`src/rtl/fetch_unit.sv`:
```
// Instruction fetch unit: three-state IDLE/FETCH/HOLD sequencer that reads one
// instruction per request into ir and advances the PC, with redirect via pc_ld.
module fetch_unit #(
  parameter logic [15:0] RESET_PC = 16'h3000
) (
  input  logic        clk,
  input  logic        rst,
  input  logic        run,
  input  logic        pc_ld,
  input  logic [15:0] pc_in,
  output logic        mem_rd,
  output logic [15:0] mem_addr,
  input  logic [15:0] mem_rdata,
  input  logic        mem_ready,
  output logic [15:0] ir,
  output logic        ir_valid,
  input  logic        ir_ack,
  output logic [15:0] pc_out
);

  typedef enum logic [1:0] {
    IDLE  = 2'd0,
    FETCH = 2'd1,
    HOLD  = 2'd2
  } state_t;

  state_t      state;
  logic [15:0] pc;

  // Handshake outputs depend only on the registered state.
  assign mem_rd   = (state == FETCH);
  assign ir_valid = (state == HOLD);
  assign mem_addr = pc;
  assign pc_out   = pc;

  always_ff @(posedge clk) begin
    if (rst) begin
      state <= IDLE;
      pc    <= RESET_PC;
      ir    <= 16'h0000;
    end else begin
      case (state)
        IDLE: begin
          if (pc_ld) pc <= pc_in;
          if (run) state <= FETCH;
        end
        FETCH: begin
          // A redirect wins over a same-cycle response; the stale word is dropped.
          if (pc_ld) begin
            pc <= pc_in;
          end else if (mem_ready) begin
            ir    <= mem_rdata;
            pc    <= pc + 16'd1;
            state <= HOLD;
          end
        end
        HOLD: begin
          if (pc_ld) pc <= pc_in;
          if (ir_ack) state <= run ? FETCH : IDLE;
        end
        default: state <= IDLE;
      endcase
    end
  end

endmodule

```
`config.mk`:
```
export PLATFORM = sky130hd
export DESIGN_NAME = fetch_unit
export DESIGN_NICKNAME = d
export VERILOG_FILES = /design/src/rtl/fetch_unit.sv
export SDC_FILE = /design/constraint.sdc
export NUM_CORES = 1
export LEC_CHECK = 0
export CAP_MARGIN = 15
export CORE_MARGIN = 2
export CORE_UTILIZATION = 30
export CTS_CLUSTER_SIZE = 40
export DETAILED_ROUTE_END_ITERATION = 12
export SLEW_MARGIN = 25
export SYNTH_ARGS = -nofsm -noshare
export SYNTH_HDL_FRONTEND = slang
export SYNTH_SLANG_ARGS = --single-unit
```
`constraint.sdc`:
```
create_clock -name clk -period 1.68 [get_ports clk]
set_input_delay 0.336 -clock clk [delete_from_list [all_inputs] [get_ports clk]]
set_output_delay 0.336 -clock clk [all_outputs]
set_load 0.005 [all_outputs]
```
# Yosys cells after proc, flatten, opt, wreduce, memory -nomap -nowiden
# Cells that the tools add are included.
# W data, S select, Z words.
# totals
input_bits	38
reg_bits	34
output_inout_bits	50
# op_classes
bitwise_logic	1
mux	10
n_reduce_logical	6
eq_ne	8
addsub	1
# op_table
operator	count
$mux W16	3
$pmux W16 S2	1
$add A16 B1 Y16 const B	1
$mux W2	4
$ne A2 B1 Y1 const B	3
$pmux W2 S3	1
$reduce_and A3 Y1	2
$ne A2 B2 Y1 const B	2
$reduce_and A4 Y1	1
$ne A3 B2 Y1 const B	1
$eq A2 B1 Y1 const B	1
$eq A2 B2 Y1 const B	1
$logic_not A2 Y1	1
$reduce_bool A2 Y1	1
$reduce_or A2 Y1	1
$mux W1	1
$not A1 Y1	1

# Longest topological paths before layout
# Gate-level depths: netlist (run 1).
# depth
depth_word	4
depth_mapped	6
depth_no_buf	5

# Worst setup path after synthesis (run 1)
# OpenSTA, ideal clock, no wires.
# synth_timing
path_kind	flip-flop to flip-flop
start	register pc[0], in the netlist mem_addr[0]
end	register pc[14], in the netlist mem_addr[14]
path_slack_ps	101
n_path_buf	0
t_arrival_ps	1459
required_ps	1560
stages_incl_launch_ff	6
setup_ps	120
cell_sequence	dfxtp_1 ha_1 and3_2 nand4_4 o211a_1 a211o_1
# synth_via
elab_chain_len	4
# synth_rtl
item	line	rtl
from (decl)	28	logic [15:0] pc;
from (signal assigned)	44	if (pc_ld) pc <= pc_in;
from (signal assigned)	50	pc <= pc_in;
from (signal assigned)	53	pc <= pc + 16'd1;
$add A16 B1 Y16	53	
$mux W16	51	end else if (mem_ready) begin
$mux W16	49	if (pc_ld) begin
$pmux W16 S2	42	case (state)
# Every way passes these cells. The select of a mux whose other input is x is not followed.
# A chain may end at the register's enable or synchronous reset.

# Worst setup path in the final report (run 1)
# layout_timing
start	register pc[4], in the netlist mem_addr[4]
end	output pc_out[4]
# layout_rtl
item	line	rtl
to (decl)	18	output logic [15:0] pc_out
# No word-level cell between the ends.

==> impl_metrics.env, run 1 <==
export IMPL_postSynthCellCount=246
export IMPL_cts_htree_levels=2
export IMPL_gp_routability_congestion=0.812
export IMPL_area_growth_synth_to_final_pct=58.2
export IMPL_worst_slew_margin_rel_pct=70.9
export IMPL_class_of_the_worst_hold_path="reg -> reg"
export IMPL_powerDensity_nw_per_um2=665
export IMPL_least_margin_pin_slew_ns=0.425
export IMPL_clock_sinks=34
export IMPL_cell_at_the_slowest_stage_of_the_critical_path="sky130_fd_sc_hd__clkdlybuf4s50_1"
export IMPL_period_needed_ns=1.62
export IMPL_grt_first_pass_wirelength_um=9530
export IMPL_crit_chain="buf_4 -> clkdlybuf4s50_1"
export IMPL_worst_r2r_cell_count=5
export IMPL_ctsHoldBuffers=0
export IMPL_finClkSkew_ns=0.00610
export IMPL_cts_tree="built"
export IMPL_synth_top_area_share_pct=35.4
export IMPL_hold_end="ir[1]$_SDFFE_PP0P_"
export IMPL_grt_start_max_net_pins=17
export IMPL_cts_setup_buffers=0
export IMPL_post_route_cells_drive_above_1_share_pct=16.4
export IMPL_critical_path_reg2reg_endpoint="mem_addr[14]$_SDFFE_PP0P_"
export IMPL_total_routing_usage_reported_by_global_routing_pct=16.2
export IMPL_initial_utilization_pct=30.6
export IMPL_number_of_maximum_capacitance_violations=0
export IMPL_run_status="finished, final reports clean"
export IMPL_cellLeakagePower_uw=0.00118
export IMPL_finalWorstSetupSlack_ns=0.0609
export IMPL_synth_edf_count=0
export IMPL_critical_path_required_ns=1.34
export IMPL_cts_resized=10
export IMPL_root_buffer="sky130_fd_sc_hd__clkbuf_8"
export IMPL_syn_num_nets=285
export IMPL_hpwlAfterDp_um=4230
export IMPL_remaining_drc_errors=0
export IMPL_synth_yosys_warnings=0
export IMPL_critPathLaunchType="register"
export IMPL_critical_path_reg2reg_startpoint="mem_addr[0]$_SDFFE_PP0P_"
export IMPL_yosys_top_cells_count="sky130_fd_sc_hd__nand2_1 (48), sky130_fd_sc_hd__dfxtp_1 (34), sky130_fd_sc_hd__a21oi_1 (32), sky130_fd_sc_hd__buf_4 (16), sky130_fd_sc_hd__o21ai_0 (12)"
export IMPL_cp_slowest_stage_delay_ns=0.50
export IMPL_critical_path_n_buffers_inverters=2
export IMPL_grt_remaining_overflow=0
export IMPL_die_h_um=84.1
export IMPL_die_w_um=84.1
export IMPL_portBuffers=87
export IMPL_critical_path_top_delay_family="buffers and inverters"
export IMPL_hold_viol=0
export IMPL_avgSynthCellArea_um2=7.82
export IMPL_vias_in_the_first_global_route=2048
export IMPL_grt_antenna_before_repair=0
export IMPL_yosys_most_used_dff="sky130_fd_sc_hd__dfxtp_1"
export IMPL_num_rows=29
export IMPL_top_level_ports=88
export IMPL_nets=379
export IMPL_routed_wl_um=5510
export IMPL_crit_type="reg -> out"
export IMPL_fin_crit_sh_pct=96.4
export IMPL_timing_hold_worst_path_depth=2
export IMPL_postSynth_asyncResetShare_pct=0
export IMPL_synth_cell_types=53
export IMPL_holdCritStartpoint="ir[1]$_SDFFE_PP0P_"
export IMPL_vias=2066
export IMPL_clock_tree_buffer_depth=2
export IMPL_die_area_um2=7070
export IMPL_setup_violations=0
export IMPL_numCtsBuffers=5
export IMPL_synthMostInstantiatedCell="sky130_fd_sc_hd__nand2_1"
export IMPL_drtAntennaViolNets=0
export IMPL_viasPerCell=4.94
export IMPL_yosysSeqAreaShare_pct=35.4
export IMPL_rsz0062_at_grt="no"
export IMPL_dr_pass1_iters=4
export IMPL_routedWlPerCell_um=13.2
export IMPL_cp_depth=2
export IMPL_crit_path_end_kind="output port"
export IMPL_reg2reg_setup_slack_ns=0.11
export IMPL_ys_ff_latch=34
export IMPL_clkSlewWorstSetupHoldPaths_ns=0.08
export IMPL_cp_data_arrival_time_ns=1.28
export IMPL_crit_path_max_fanout=7
export IMPL_synth_top_cells_by_area="sky130_fd_sc_hd__dfxtp_1 (35%), sky130_fd_sc_hd__nand2_1 (9.4%), sky130_fd_sc_hd__a21oi_1 (8.3%)"
export IMPL_ir_drop_mv=0.319
export IMPL_pre_cts_ws_ns=-0.194
export IMPL_mappedNetlistArea_um2=1920
export IMPL_diodes=0
export IMPL_achievable_frequency_ghz=0.618
export IMPL_placeable_core_region_um2=6280
export IMPL_synth_area_leader_cell="sky130_fd_sc_hd__dfxtp_1"
export IMPL_drt_initial_drc_count=102
export IMPL_insertion_delay_ns=0.29
export IMPL_setup_total_negative_slack_ns=0
export IMPL_timing_max_transition_violations_final=0
## final cells by class
type | count | area, um2
Clock buffer | 5 | 68.8
Clock inverter | 3 | 21.3
Fill cell | 616 | 3230
Inverter | 3 | 11.3
Multi-Input combinational cell | 179 | 1020
Sequential cell | 34 | 697
Tap cell | 77 | 96.3
Timing Repair Buffer | 117 | 1130
## metrics by stage
stage / instances / util, % / cell area [um2] / hold WS, ns / total power (uW)
finish: 418 / 48.5 / 3040 / 0.454 / 2020
global route: 418 / 48.5 / 3040 / 0.474 / 2130
CTS: 418 / 48.3 / 3030 / 0.458 / 2050
detailed placement: 410 / 46.6 / 2930 / 0.447 / 1420
global placement: 410 / 46.6 / 2930 / 0.440 / 1410
floorplan: 246 / - / 1920 / 0.453 / 1120
## worst register-to-register path: cells and delay by family, from the launching register on
| kind | cells | cell delay [ns] |
|---|---|---|
| AO/OA/AOI/OAI | 2 | 0.50 |
| AND/OR/NAND/NOR | 2 | 0.43 |
| flip-flops | 1 | 0.33 |
| adder cells (fa/ha/maj) | 1 | 0.21 |
## cells by family (layout without fill, tap and decap cells)
kind of cell	after synthesis	in the layout	share of synthesized area, %
compound gates	70	70	22.3
fa+ha+maj	1	1	0.651
buf+inv	33	128	11.6
flops	34	34	35.4
mux	1	1	0.521
simple gates	107	107	29.5
## placed cells by master, fill, tap and decap left out, types with 2 or more instances in the layout
master                             n
sky130_fd_sc_hd__a2111oi_0         2
sky130_fd_sc_hd__a211oi_1          4
sky130_fd_sc_hd__a21o_1            2
sky130_fd_sc_hd__a21oi_1          32
sky130_fd_sc_hd__a31oi_1           3
sky130_fd_sc_hd__and2_0            3
sky130_fd_sc_hd__and2_1            2
sky130_fd_sc_hd__and3_1            2
sky130_fd_sc_hd__and3_2            2
sky130_fd_sc_hd__and4_1            4
sky130_fd_sc_hd__buf_12            2
sky130_fd_sc_hd__buf_4            27
sky130_fd_sc_hd__clkbuf_8          5
sky130_fd_sc_hd__clkdlybuf4s50_1  83
sky130_fd_sc_hd__dfxtp_1          27
sky130_fd_sc_hd__dfxtp_2           4
sky130_fd_sc_hd__dfxtp_4           3
sky130_fd_sc_hd__dlygate4sd2_1     2
sky130_fd_sc_hd__dlymetal6s2s_1    2
sky130_fd_sc_hd__inv_1             3
sky130_fd_sc_hd__nand2_1          48
sky130_fd_sc_hd__nand2b_1          2
sky130_fd_sc_hd__nand3_1           7
sky130_fd_sc_hd__nand3b_1          2
sky130_fd_sc_hd__nand4_1           3
sky130_fd_sc_hd__nor2_1           10
sky130_fd_sc_hd__nor2_2            2
sky130_fd_sc_hd__nor3_1            4
sky130_fd_sc_hd__nor4_1            3
sky130_fd_sc_hd__o21ai_0          12
sky130_fd_sc_hd__o31ai_1           3
sky130_fd_sc_hd__or3_1             2
## worst max path at each step
| stage | end | from |
|---|---|---|
| after global routing | mem_addr[3] | mem_addr[3]$_SDFFE_PP0P_ |
| after detailed placement | mem_addr[8]$_SDFFE_PP0P_ | pc_ld |
| after global placement | mem_addr[0]$_SDFFE_PP0P_ | pc_ld |
| after floorplan | mem_addr[14]$_SDFFE_PP0P_ | mem_addr[0]$_SDFFE_PP0P_ |
| final | pc_out[4] | mem_addr[4]$_SDFFE_PP0P_ |
| after CTS | mem_addr[14] | mem_addr[14]$_SDFFE_PP0P_ |
## flip-flops by register name, summed over array words and instances (netlist names)
| register | count |
|---|---|
| ir | 16 |
| state | 2 |
| mem_addr | 16 |
## power by group
group / total, uW / internal (uW) / switching (uW)
logic: 497 / 311 / 186
clock network: 627 / 291 / 336
registers: 897 / 850 / 47.6
## metal layers
metal	vias up	share of wire, %	track usage (%)
met4	0	0.64	3.52
met3	4	7.5	6.23
met2	66	46	26.3
met1	931	45	20.4
li1	1065	-	-
met5	-	0	0
Power figures use the tool's default switching activity.
==> inputs of run 2 (changes only) <==
CORE_UTILIZATION = 41   (was 30)
PLACE_DENSITY = 0.79   (was default)
SETUP_SLACK_MARGIN = 0.02   (was default)
==> impl_metrics.env, run 2 (same netlist as run 1, synthesis figures left out) <==
export IMPL_dr_pass1_iters=4
export IMPL_run_status="finished, final reports clean"
export IMPL_n_fill_cell=372
export IMPL_clock_tree_buffer_depth=2
export IMPL_stdcell_area_um2=3020
export IMPL_grt_antenna_before_repair=0
export IMPL_hold_end="ir[3]$_SDFFE_PP0P_"
export IMPL_least_margin_pin_slew_ns=0.366
export IMPL_timing_hold_worst_path_depth=2
export IMPL_p_seq_share_pct=41.7
export IMPL_clock_sinks=34
export IMPL_setup_violations=0
export IMPL_critical_path_reg2reg_endpoint="mem_addr[0]$_SDFFE_PP0P_"
export IMPL_placeable_core_region_um2=4440
export IMPL_internal_power_uw=1600
export IMPL_vias_in_the_first_global_route=1937
export IMPL_timing_critical_path_from="mem_addr[4]$_SDFFE_PP0P_"
export IMPL_remaining_drc_errors=0
export IMPL_placement_cell_area_um2=2860
export IMPL_total_routing_usage_reported_by_global_routing_pct=21.9
export IMPL_power_switching_share_pct=26.1
export IMPL_top_level_ports=88
export IMPL_critical_path_reg2reg_startpoint="state[0]$_SDFFE_PP0P_"
export IMPL_number_of_maximum_capacitance_violations=0
export IMPL_gp_routability_congestion=0.861
export IMPL_class_of_the_worst_hold_path="reg -> reg"
export IMPL_final_cell_count_no_fill=394
export IMPL_finalPower_uw=2160
export IMPL_gate_power_share_pct=22.8
export IMPL_rsz0062_at_grt="no"
export IMPL_viasPerCell=5.32
export IMPL_diodes=0
export IMPL_ir_drop_mv=0.550
export IMPL_fin_crit_sh_pct=95.9
export IMPL_worst_r2r_cell_count=6
export IMPL_reg2reg_setup_slack_ns=0.14
export IMPL_cellLeakagePower_uw=0.00121
export IMPL_die_w_um=72.5
export IMPL_routed_wl_um=5570
export IMPL_critPathLaunchType="register"
export IMPL_powerDensity_nw_per_um2=716
export IMPL_achievable_frequency_ghz=0.621
export IMPL_timing_max_transition_violations_final=0
export IMPL_drt_initial_drc_count=200
export IMPL_clkSlewWorstSetupHoldPaths_ns=0.08
export IMPL_critical_path_required_ns=1.34
export IMPL_finClkSkew_ns=0.00573
export IMPL_grt_remaining_overflow=0
export IMPL_grt_first_pass_wirelength_um=9170
export IMPL_area_growth_synth_to_final_pct=57.1
export IMPL_layout_common_cells="sky130_fd_sc_hd__clkdlybuf4s50_1 (82), sky130_fd_sc_hd__nand2_1 (48), sky130_fd_sc_hd__a21oi_1 (32)"
export IMPL_cts_tree="built"
export IMPL_crit_path_end_kind="output port"
export IMPL_utilization_after_layout_pct=68.0
export IMPL_die_area_um2=5250
export IMPL_cts_htree_levels=2
export IMPL_crit_path_max_fanout=6
export IMPL_period_needed_ns=1.61
export IMPL_hpwlAfterDp_um=4130
export IMPL_hold_viol=0
export IMPL_num_rows=24
export IMPL_initial_utilization_pct=43.3
export IMPL_holdCritStartpoint="ir[3]$_SDFFE_PP0P_"
export IMPL_portBuffers=87
export IMPL_insertion_delay_ns=0.29
export IMPL_root_buffer="sky130_fd_sc_hd__clkbuf_8"
export IMPL_layout_cells_most_common="sky130_fd_sc_hd__clkdlybuf4s50_1"
export IMPL_nets=380
export IMPL_grt_start_max_net_pins=20
export IMPL_drtAntennaViolNets=0
export IMPL_post_route_cells_drive_above_1_share_pct=17.0
export IMPL_cp_data_arrival_time_ns=1.27
export IMPL_worst_slew_margin_rel_pct=74.9
export IMPL_crit_type="reg -> out"
export IMPL_routedWlPerCell_um=14.1
export IMPL_die_h_um=72.5
export IMPL_netSwitchingPower_uw=564
export IMPL_vias=2098
export IMPL_placed_cells_incl_taps=383
export IMPL_numCtsBuffers=5
export IMPL_clkPwrFrac_pct=35.5
export IMPL_ctsHoldBuffers=0
==> run 2: changes by cell type in the layout (fill, tap and decap cells not counted), moves of 2 or more <==
cell / change
sky130_fd_sc_hd__buf_4: +4
sky130_fd_sc_hd__buf_12: -2
sky130_fd_sc_hd__dfxtp_1: -2
sky130_fd_sc_hd__dfxtp_2: +2
sky130_fd_sc_hd__dlymetal6s2s_1: +2
==> run 2: repair_timing <==
action | 4_1_cts | 5_1_grt
gates cloned | 0 | 0
gates resized for setup | 8 | 10
endpoints found under the setup margin | 11 | 17
setup buffers | 2 | 1
==> run 2: routing by layer <==
metal | share of wire, % | GRT usage, %
met5 | 0 | 0
met4 | 0.79 | 5.14
met3 | 8.0 | 6.53
met2 | 45 | 33.3
met1 | 46 | 30.6
==> run 2: layout make-up <==
class | instances | area, um2 | share of cell area (%)
repair buffers | 118 | 1110 | 36.8
multi-input cells | 179 | 1020 | 33.7
flip-flops and latches | 34 | 699 | 23.1
clock buffers | 5 | 68.8 | 2.28
well taps | 52 | 65.1 | 2.15
clock inverters | 3 | 45.0 | 1.49
inverters | 3 | 11.3 | 0.373
==> run 2: metrics by stage <==
| step | setup WS (ns) | TNS [ns] | hold WS [ns] |
|---|---|---|---|
| floorplan | 0.101 | 0 | 0.453 |
| global placement | -0.193 | -3.98 | 0.441 |
| detailed placement | -0.215 | -4.86 | 0.447 |
| CTS | 0.00358 | 0 | 0.459 |
| global route | 0.0258 | 0 | 0.475 |
| finish | 0.0696 | 0 | 0.456 |
==> run 2: critical path, stage by stage, from the launching register on <==
cell and delay [ns]:
sky130_fd_sc_hd__dfxtp_4 0.37, sky130_fd_sc_hd__buf_4 0.13, sky130_fd_sc_hd__clkdlybuf4s50_1 0.49
==> run 2: how the worst max path moves through the flow <==
| stage | cells after the start | endpoint | slack, ns |
|---|---|---|---|
| 2_1_floorplan | 5 | mem_addr[14]$_SDFFE_PP0P_ | 0.10 |
| 3_3_place_gp | 5 | mem_addr[13]$_SDFFE_PP1P_ | -0.19 |
| 3_5_place_dp | 5 | mem_addr[8]$_SDFFE_PP0P_ | -0.21 |
| 4_1_cts | 2 | mem_rd | 0.004 |
| 5_1_grt | 2 | pc_out[2] | 0.03 |
| 6_report | 2 | pc_out[4] | 0.07 |
==> run 2: power by group through the flow <==
stage | clock [uW] | combinational [uW] | sequential, uW
after global routing | 818 | 535 | 908
final | 768 | 493 | 901
after CTS | 784 | 493 | 900
after floorplan | 0 | 201 | 923
after detailed placement | 0 | 480 | 921
after global placement | 0 | 477 | 920
